**config.mk**
```make
export PLATFORM = sky130hd
export DESIGN_NAME = lunc_arbiter
export DESIGN_NICKNAME = d
export VERILOG_FILES = /design/src/rtl/lunc_pkg.sv /design/src/rtl/lunc_xform.sv /design/src/rtl/lunc_arbiter.sv
export SDC_FILE = /design/constraint.sdc
export NUM_CORES = 1
export LEC_CHECK = 0
export ABC_CLOCK_PERIOD_IN_PS = 7150
export BUFFER_PORTS_ARGS = -buffer_cell sky130_fd_sc_hd__buf_2
export CAP_MARGIN = 30
export CORE_UTILIZATION = 55
export CTS_CLUSTER_DIAMETER = 40
export DETAILED_ROUTE_END_ITERATION = 8
export PLACE_DENSITY_LB_ADDON = 0.08
export SYNTH_ARGS = -nofsm -noshare
export SYNTH_HDL_FRONTEND = slang
export SYNTH_HIERARCHICAL = 1
export SYNTH_SLANG_ARGS = --single-unit
```
**constraint.sdc**
```tcl
create_clock -name clock -period 7.15 [get_ports clock]
set_input_delay 1.43 -clock clock [delete_from_list [all_inputs] [get_ports clock]]
set_output_delay 1.43 -clock clock [all_outputs]
set_load 0.05 [all_outputs]
```
**src/rtl/lunc_pkg.sv**
```systemverilog
// Shared constants, mode encoding and command decode helpers for the lunc
// case-transform arbiter.
package lunc_pkg;

    localparam logic [7:0] ESC   = 8'h1B;
    localparam logic [7:0] CMD_L = 8'h4C;
    localparam logic [7:0] CMD_U = 8'h55;
    localparam logic [7:0] CMD_N = 8'h4E;
    localparam logic [7:0] CMD_C = 8'h43;

    typedef enum logic [1:0] {
        MODE_N = 2'd0,
        MODE_L = 2'd1,
        MODE_U = 2'd2,
        MODE_C = 2'd3
    } lunc_mode_t;

    function automatic logic is_cmd(input logic [7:0] b);
        return (b == CMD_L) || (b == CMD_U) || (b == CMD_N) || (b == CMD_C);
    endfunction

    function automatic lunc_mode_t cmd_mode(input logic [7:0] b);
        lunc_mode_t m;
        m = MODE_N;
        case (b)
            CMD_L:   m = MODE_L;
            CMD_U:   m = MODE_U;
            CMD_C:   m = MODE_C;
            default: m = MODE_N;
        endcase
        return m;
    endfunction

endpackage

```
**src/rtl/lunc_xform.sv**
```systemverilog
// Combinational case transform: touches only bit 5 of the byte, so there is
// never a carry into neighbouring bits.
module lunc_xform
    import lunc_pkg::*;
(
    input  logic [7:0] byte_i,
    input  lunc_mode_t mode_i,
    output logic [7:0] byte_o
);

    always_comb begin
        byte_o = byte_i;
        unique case (mode_i)
            MODE_N: byte_o = byte_i;
            MODE_L: byte_o = byte_i | 8'h20;
            MODE_U: byte_o = byte_i & 8'hDF;
            MODE_C: byte_o = byte_i ^ 8'h20;
        endcase
    end

endmodule

```
**src/rtl/lunc_arbiter.sv**
```systemverilog
// Round-robin arbiter sharing one case-transform datapath among NUM_CH byte
// streams, each with its own escape-command mode state.
module lunc_arbiter
    import lunc_pkg::*;
#(
    parameter int unsigned NUM_CH = 4,
    parameter int unsigned CH_W   = $clog2(NUM_CH)
) (
    input  logic                  clock,
    input  logic                  reset,
    input  logic [NUM_CH-1:0]     in_valid,
    input  logic [NUM_CH*8-1:0]   in_data,
    output logic [NUM_CH-1:0]     in_ready,
    output logic                  out_valid,
    input  logic                  out_ready,
    output logic [7:0]            out_data,
    output logic [CH_W-1:0]       out_ch,
    output logic [NUM_CH*2-1:0]   mode
);

    localparam logic [CH_W-1:0] LAST_CH = CH_W'(NUM_CH - 1);

    logic [CH_W-1:0] rr_q, rr_d;
    logic            out_valid_q, out_valid_d;
    logic [7:0]      out_data_q, out_data_d;
    logic [CH_W-1:0] out_ch_q, out_ch_d;

    logic            slot_free;
    logic            gnt_found;
    logic [CH_W-1:0] gnt_idx;
    logic [CH_W-1:0] cand;
    logic            accept;
    logic [7:0]      gnt_byte;
    logic            gnt_esc;
    lunc_mode_t      gnt_mode;
    logic            is_esc_byte;
    logic            is_cmd_byte;
    logic            emit;
    logic [7:0]      xf_byte;

    logic [NUM_CH-1:0] esc_vec;
    lunc_mode_t        mode_vec [NUM_CH];

    assign slot_free = !out_valid_q || out_ready;

    // First requesting channel at or after rr, searched cyclically.
    always_comb begin
        gnt_found = 1'b0;
        gnt_idx   = '0;
        cand      = '0;
        for (int k = 0; k < int'(NUM_CH); k++) begin
            cand = CH_W'((int'(rr_q) + k) % int'(NUM_CH));
            if (!gnt_found && in_valid[cand]) begin
                gnt_found = 1'b1;
                gnt_idx   = cand;
            end
        end
    end

    assign accept   = slot_free && gnt_found;
    assign in_ready = accept ? (NUM_CH'(1) << gnt_idx) : '0;

    assign gnt_byte    = in_data[{gnt_idx, 3'b000} +: 8];
    assign gnt_esc     = esc_vec[gnt_idx];
    assign gnt_mode    = mode_vec[gnt_idx];
    assign is_esc_byte = (gnt_byte == ESC);
    assign is_cmd_byte = gnt_esc && !is_esc_byte && is_cmd(gnt_byte);
    assign emit        = accept && !is_esc_byte && !is_cmd_byte;

    lunc_xform u_xform (
        .byte_i (gnt_byte),
        .mode_i (gnt_mode),
        .byte_o (xf_byte)
    );

    for (genvar i = 0; i < NUM_CH; i++) begin : g_ch
        logic       sel;
        logic       esc_q, esc_d;
        lunc_mode_t mode_q, mode_d;

        assign sel = accept && (gnt_idx == CH_W'(i));

        always_comb begin
            esc_d  = esc_q;
            mode_d = mode_q;
            if (sel) begin
                if (is_esc_byte) begin
                    esc_d = 1'b1;
                end else begin
                    esc_d = 1'b0;
                    if (is_cmd_byte) begin
                        mode_d = cmd_mode(gnt_byte);
                    end
                end
            end
        end

        always_ff @(posedge clock or negedge reset) begin
            if (!reset) begin
                esc_q  <= 1'b0;
                mode_q <= MODE_N;
            end else begin
                esc_q  <= esc_d;
                mode_q <= mode_d;
            end
        end

        assign esc_vec[i]        = esc_q;
        assign mode_vec[i]       = mode_q;
        assign mode[2*i +: 2]    = mode_q;
    end

    always_comb begin
        rr_d        = rr_q;
        out_valid_d = out_valid_q;
        out_data_d  = out_data_q;
        out_ch_d    = out_ch_q;
        if (accept) begin
            rr_d = (gnt_idx == LAST_CH) ? '0 : gnt_idx + CH_W'(1);
        end
        if (emit) begin
            out_valid_d = 1'b1;
            out_data_d  = xf_byte;
            out_ch_d    = gnt_idx;
        end else if (out_ready) begin
            out_valid_d = 1'b0;
        end
    end

    always_ff @(posedge clock or negedge reset) begin
        if (!reset) begin
            rr_q        <= '0;
            out_valid_q <= 1'b0;
            out_data_q  <= 8'h00;
            out_ch_q    <= '0;
        end else begin
            rr_q        <= rr_d;
            out_valid_q <= out_valid_d;
            out_data_q  <= out_data_d;
            out_ch_q    <= out_ch_d;
        end
    end

    assign out_valid = out_valid_q;
    assign out_data  = out_data_q;
    assign out_ch    = out_ch_q;

endmodule

```
**Yosys cells after proc, flatten, opt, wreduce, memory -nomap -nowiden**

Index checks and enable logic that the tools add are counted.

- Register bits after elaboration: 25
- Bits in latches: 0
- Bits in writable memories: 0
- Bits in read-only memories: 0
- Bits of input ports: 39
- Output and inout port bits: 23
- Memories: 0

- $add $sub $neg: 4
- Multipliers: 0
- Divide/modulo/power cells: 0
- Magnitude comparators: 6
- Eq/ne operators: 11
- Shift-type cells: 2
- Multiplexer cells: 28
- Bitwise logic cells: 3
- Reductions and logical operators: 29

Operators by type and width:

| kind | count |
|---|---|
| 8-bit by 7-bit equality test with 1-bit output (second input constant) | 4 |
| 8-bit case mux with 4 select lines | 1 |
| 32-bit by 6-bit variable part select with 8-bit output | 1 |
| 2-bit by 3-bit < comparator with 1-bit output (second input constant) | 5 |
| 2-bit two-way mux | 7 |
| 1-bit logical AND | 12 |
| 1-bit two-way mux | 12 |
| 3-bit AND reduction | 4 |
| 1-bit binary-select mux with 2-bit select | 5 |
| 2-bit equality test (second input constant) | 4 |
| 8-bit by 5-bit equality test with 1-bit output (second input constant) | 1 |
| 1-bit zero test | 6 |
| 2-bit case mux with 3 select lines | 1 |
| 2-bit by 1-bit adder with 2-bit output (second input constant) | 2 |
| 2-bit adder (second input constant) | 2 |
| 2-bit binary-select mux with 2-bit select | 1 |
| 2-bit by 1-bit equality test with 1-bit output (second input constant) | 2 |
| 2-bit zero test | 2 |
| 1-bit logical OR | 4 |
| 4-bit two-way mux | 1 |
| 1-bit by 2-bit left shift with 4-bit output (first input constant) | 1 |
| 3-bit greater-or-equal comparator (second input constant) | 1 |
| 2-bit NOT with 3-bit output | 1 |
| 1-bit NOT | 2 |
| 2-bit nonzero test | 1 |

**Depth between registers and ports, before layout**

- Word-level depth: 21
- Depth in mapped cells: 13

**Hierarchy**

The synthesis kept the hierarchy.

Modules (own cells, without submodules):

| module | instances | cells an instance | area each (sq um) | sequential area each (sq um) |
|---|---|---|---|---|
| lunc_arbiter | 1 | 206 | 1983.2 | 625.6 |
| lunc_xform | 1 | 9 | 66.3 | 0.0 |

**Worst setup path after synthesis**

OpenSTA, ideal clock, no wires.

- Path kind: input -> output
- From: input in_valid[3]
- To: output in_ready[3]
- Arrival time: 2.808 ns
- Required time: 5.720 ns
- Path slack: 2.912 ns
- Cell stages on the path: 8
- Cells stage by stage: mux2i_1 > a221oi_4 > buf_2 > buf_6 > ha_1 > nand2_1 > inv_1 > buf_4

- Word-level cells in the longest chain between the ends: 14
- Elaborated cells on any way between the ends: 25

RTL lines:

| item | RTL line | source |
|---|---|---|
| from (decl) | lunc_arbiter.sv:11 | `input logic [NUM_CH-1:0] in_valid,` |
| 1-bit binary-select mux with 2-bit select | lunc_arbiter.sv:53 | `if (!gnt_found && in_valid[cand]) begin` |
| 1-bit two-way mux (not written as such) | lunc_arbiter.sv:53 |  |
| 1-bit two-way mux | lunc_arbiter.sv:53 |  |
| 1-bit zero test | lunc_arbiter.sv:53 |  |
| 1-bit logical AND | lunc_arbiter.sv:53 |  |
| 1-bit two-way mux | lunc_arbiter.sv:53 |  |
| 1-bit zero test | lunc_arbiter.sv:53 |  |
| 1-bit logical AND | lunc_arbiter.sv:53 |  |
| 1-bit two-way mux | lunc_arbiter.sv:53 |  |
| 1-bit zero test | lunc_arbiter.sv:53 |  |
| 1-bit logical AND | lunc_arbiter.sv:53 |  |
| 2-bit two-way mux (*) | lunc_arbiter.sv:53 |  |
| net gnt_idx[0] | lunc_arbiter.sv:30 | `logic [CH_W-1:0] gnt_idx;` |
| 1-bit by 2-bit left shift with 4-bit output (*) | lunc_arbiter.sv:61 | `assign in_ready = accept ? (NUM_CH'(1) << gnt_idx) : '0;` |
| 4-bit two-way mux (*) | lunc_arbiter.sv:61 |  |
| to (decl) | lunc_arbiter.sv:13 | `output logic [NUM_CH-1:0] in_ready,` |

Mark *: on every way through the listed nets, which the timed path passes. The rest lies on a longest branch. The select of a mux whose other input is x is not followed.

**Worst setup path in the final report**

- From: input in_valid[3]
- To: output in_ready[0]

- Word-level cells in the longest chain between the ends: 14
- Elaborated cells on any way between the ends: 25

RTL lines:

| item | RTL line |
|---|---|
| 1-bit binary-select mux with 2-bit select | lunc_arbiter.sv:53 |
| 1-bit two-way mux (not written as such) | lunc_arbiter.sv:53 |
| 1-bit two-way mux | lunc_arbiter.sv:53 |
| 1-bit zero test | lunc_arbiter.sv:53 |
| 1-bit logical AND | lunc_arbiter.sv:53 |
| 1-bit two-way mux | lunc_arbiter.sv:53 |
| 1-bit zero test | lunc_arbiter.sv:53 |
| 1-bit logical AND | lunc_arbiter.sv:53 |
| 1-bit two-way mux | lunc_arbiter.sv:53 |
| 1-bit zero test | lunc_arbiter.sv:53 |
| 1-bit logical AND | lunc_arbiter.sv:53 |
| 2-bit two-way mux / 1-bit two-way mux (equally long branches) | lunc_arbiter.sv:53 |
| 1-bit by 2-bit left shift with 4-bit output / 1-bit logical AND (equally long branches) | lunc_arbiter.sv:61, lunc_arbiter.sv:60 |
| 4-bit two-way mux (*) | lunc_arbiter.sv:61 |

Every way passes the cells marked *; elsewhere a longest branch is shown, timed or not. The select of a mux whose other input is x is not followed.

==> flow_summary.yaml <==
run:
  maxCapViolCount: 0
grt:
  track_usage_pct: 26.6
  grt_pass1_wl_um: 8380
  grt_max_degree: 26
  antenna_found_initial: 0
  grt_pass1_vias: 1773
  gr-total-overflow: 0
sta:
  setup-tns-final_ps: 0
  fmax_ghz: 0.196
  worst_slew_pin_slew_ps: 1030
  period_minus_slack_ps: 5100
  finalSetupViolCount: 0
  post-route-period-util_pct: 71.4
  hold_ws_ps: 481
  rsz0062_at_grt: "false"
  drv_slew: 0
  hold_viol: 0
  relSlewSlack_pct: 31.2
  fin_worst_skew_ps: 7.98
routing:
  dr_wl_met2_um: 2300
  wl_met1_um: 2240
  wire_per_inst_um: 15.8
  route.detailed.drc: 0
  drtAntennaViolNets: 0
  highest_layer: "met4"
  dr.pass1.iters: 4
  viasPerCell: 5.91
  drt_iter0_drc: 135
  dr_wl_met3_um: 295
  vias: 1819
  wirelength_um: 4880
final_layout:
  most-common-layout-cells: "buf_2, dfrtp_1, nand2_1"
  antenna_cells: 0
  finalNonFillerCells: 308
  n_fill_cell: 298
  nets: 306
  area_delta_synth_final_pct: 12.3
  drive_gt1_share_pct: 37.8
  final_common_cell: "buf_2"
  finalInstanceArea_um2: 2300
worst_setup_path:
  crit_slowest_cell: "a221oi_4"
  cp-end-kind: "output pin"
  critPathRequiredTime_ps: 5720
  critical-path-top-cell-by-count: "buf_2"
  critPathMaxStageDelay_ps: 890
  worstPathArrival_ps: 3670
  cp_max_fo: 24
  cp-start-kind: "input port"
  worstPathCellList: "buf_2 -> mux2i_1 -> a221oi_4 -> inv_2 -> ha_1 -> nand2_1 -> inv_1 -> buf_2"
  crit_type: "in2out"
place:
  placed_cell_area_um2: 2260
  io_buffers: 61
  dp.cells: 304
  dpl.hpwl_um: 3780
  place.gp.congestion: 0.904
clock_tree:
  worst_skew_pair.late_latency_ps: 270
  cts_resized: 0
  hold_buffers: 0
  cts_sinks: 25
  clkTransAtPathRegs_ps: 80
  cts_setup_buffers: 0
  root_buffer: "clkbuf_8"
  numCtsBuffers: 3
  cts_tree: "built"
  htree_num_levels: 1
  clk_path_buf_depth: 2
power_and_ir_drop:
  p_sw_mw: 0.471
  p_sw_share_pct: 53.5
  p_int_mw: 0.409
  p_leak_nw: 1.16
  clock_power_share_pct: 9.5
  irDropWorstVdd_mv: 0.143
  comb_power_share_pct: 65.6
  p_seq_share_pct: 24.9
  total_power_mw: 0.881
  power_density_nw_per_um2: 382
floorplanning:
  die_height_um: 63.0
  dieArea_um2: 3970
  num_io_pins: 62
  core_um2: 3440
  start_util_pct: 59.5
  die_x_um: 63.0
  rows: 21
logic_synthesis:
  yosysUniqueCellTypes: 51
  syn_avg_cell_area_um2: 9.53
  ys_seq_area_share_pct: 30.5
  yosys_warnings: 6
  async_flop_share_pct: 100
  synthFlopType: "dfrtp_1"
  synth_edf_count: 0
  synth_cells: 215
  ys_seq_elements: 25
  synthesis.nets: 258
  syn_area_um2: 2050
status:
  outcome: "finished, final reports clean"
hold_path:
  hold_class: "reg2reg"
routing by layer:
layer	up-vias	track usage, %
li1	878	-
met1	862	36.6
met2	73	44.1
met3	6	4.56
met4	0	4.36
met5	-	0
sequential cells by signal, indices dropped and copies added, names as in the netlist:
signal / flops
g_ch.esc_q: 4
g_ch.mode_q: 8
out_ch: 2
out_data: 8
out_valid: 1
rr_q: 2
cell usage after synthesis, drive strengths merged, types with 5 or more instances:
master | count | share of area (%)
a211oi | 17 | 7.2
and3 | 14 | 4.5
buf | 19 | 7.9
dfrtp | 25 | 31
inv | 16 | 3.1
mux2 | 12 | 8.2
mux2i | 7 | 3.4
nand2 | 20 | 3.7
nand3 | 13 | 3.2
nor2 | 11 | 2.8
nor4 | 5 | 1.5
o21ai | 10 | 2.6
logic make-up (layout without fill, tap and decap cells):
kind of cell | after synthesis | after routing | share of synthesized area (%)
buffers and inverters | 35 | 82 | 11.0
flip-flops | 25 | 25 | 30.5
multiplexers | 19 | 19 | 11.7
adder cells (fa/ha/maj) | 4 | 4 | 2.44
AO/OA/AOI/OAI | 54 | 54 | 23.3
AND/OR/NAND/NOR | 78 | 78 | 21.1
per-stage QoR:
stage	util (%)	setup WS [ps]
after floorplan	-	2910
after global placement	65.6	2060
after detailed placement	65.6	1940
after CTS	66.9	2050
after global routing	66.9	1910
final	66.9	2050
path summary, 6_finish.rpt:
path	from	to	slack, ps	cells after the start
min in group asynchronous	reset	out_data[3]$_DFFE_PN0P_	1140	1
max	in_valid[3]	in_ready[0]	2050	8
max in group asynchronous	reset	g_ch[0].mode_q[0]$_DFFE_PN0P_	5640	1
min reg2reg	g_ch[3].esc_q$_DFFE_PN0P_	g_ch[3].esc_q$_DFFE_PN0P_	480	2
min	g_ch[3].esc_q$_DFFE_PN0P_	g_ch[3].esc_q$_DFFE_PN0P_	480	2
max reg2reg	rr_q[1]$_DFFE_PN0P_	out_data[0]$_DFFE_PN0P_	2920	9
worst max-delay path, delay by kind of cell:
| family | cells | cell delay [ps] |
|---|---|---|
| buffers and inverters | 4 | 790 |
| AND/OR/NAND/NOR | 1 | 150 |
| AO/OA/AOI/OAI | 1 | 890 |
| adder cells (fa/ha/maj) | 1 | 290 |
| multiplexers | 1 | 130 |
cell type report:
cell class	instances	area (um^2)	area share, %
Multi-Input combinational cell	155	1200	52.1
Sequential cell	25	626	27.2
Timing Repair Buffer	62	313	13.6
Inverter	16	62.6	2.72
Tap cell	46	57.6	2.50
Clock buffer	4	45.0	1.96
power groups by stage:
stage | registers [mW] | clock network (mW) | logic (mW)
after global placement | 0.221 | 0 | 0.568
after floorplan | 0.344 | 0 | 0.378
after detailed placement | 0.222 | 0 | 0.574
final | 0.219 | 0.0835 | 0.578
after global routing | 0.226 | 0.0917 | 0.621
after CTS | 0.219 | 0.0848 | 0.577
Note: power is estimated with default switching activity, not from simulation.
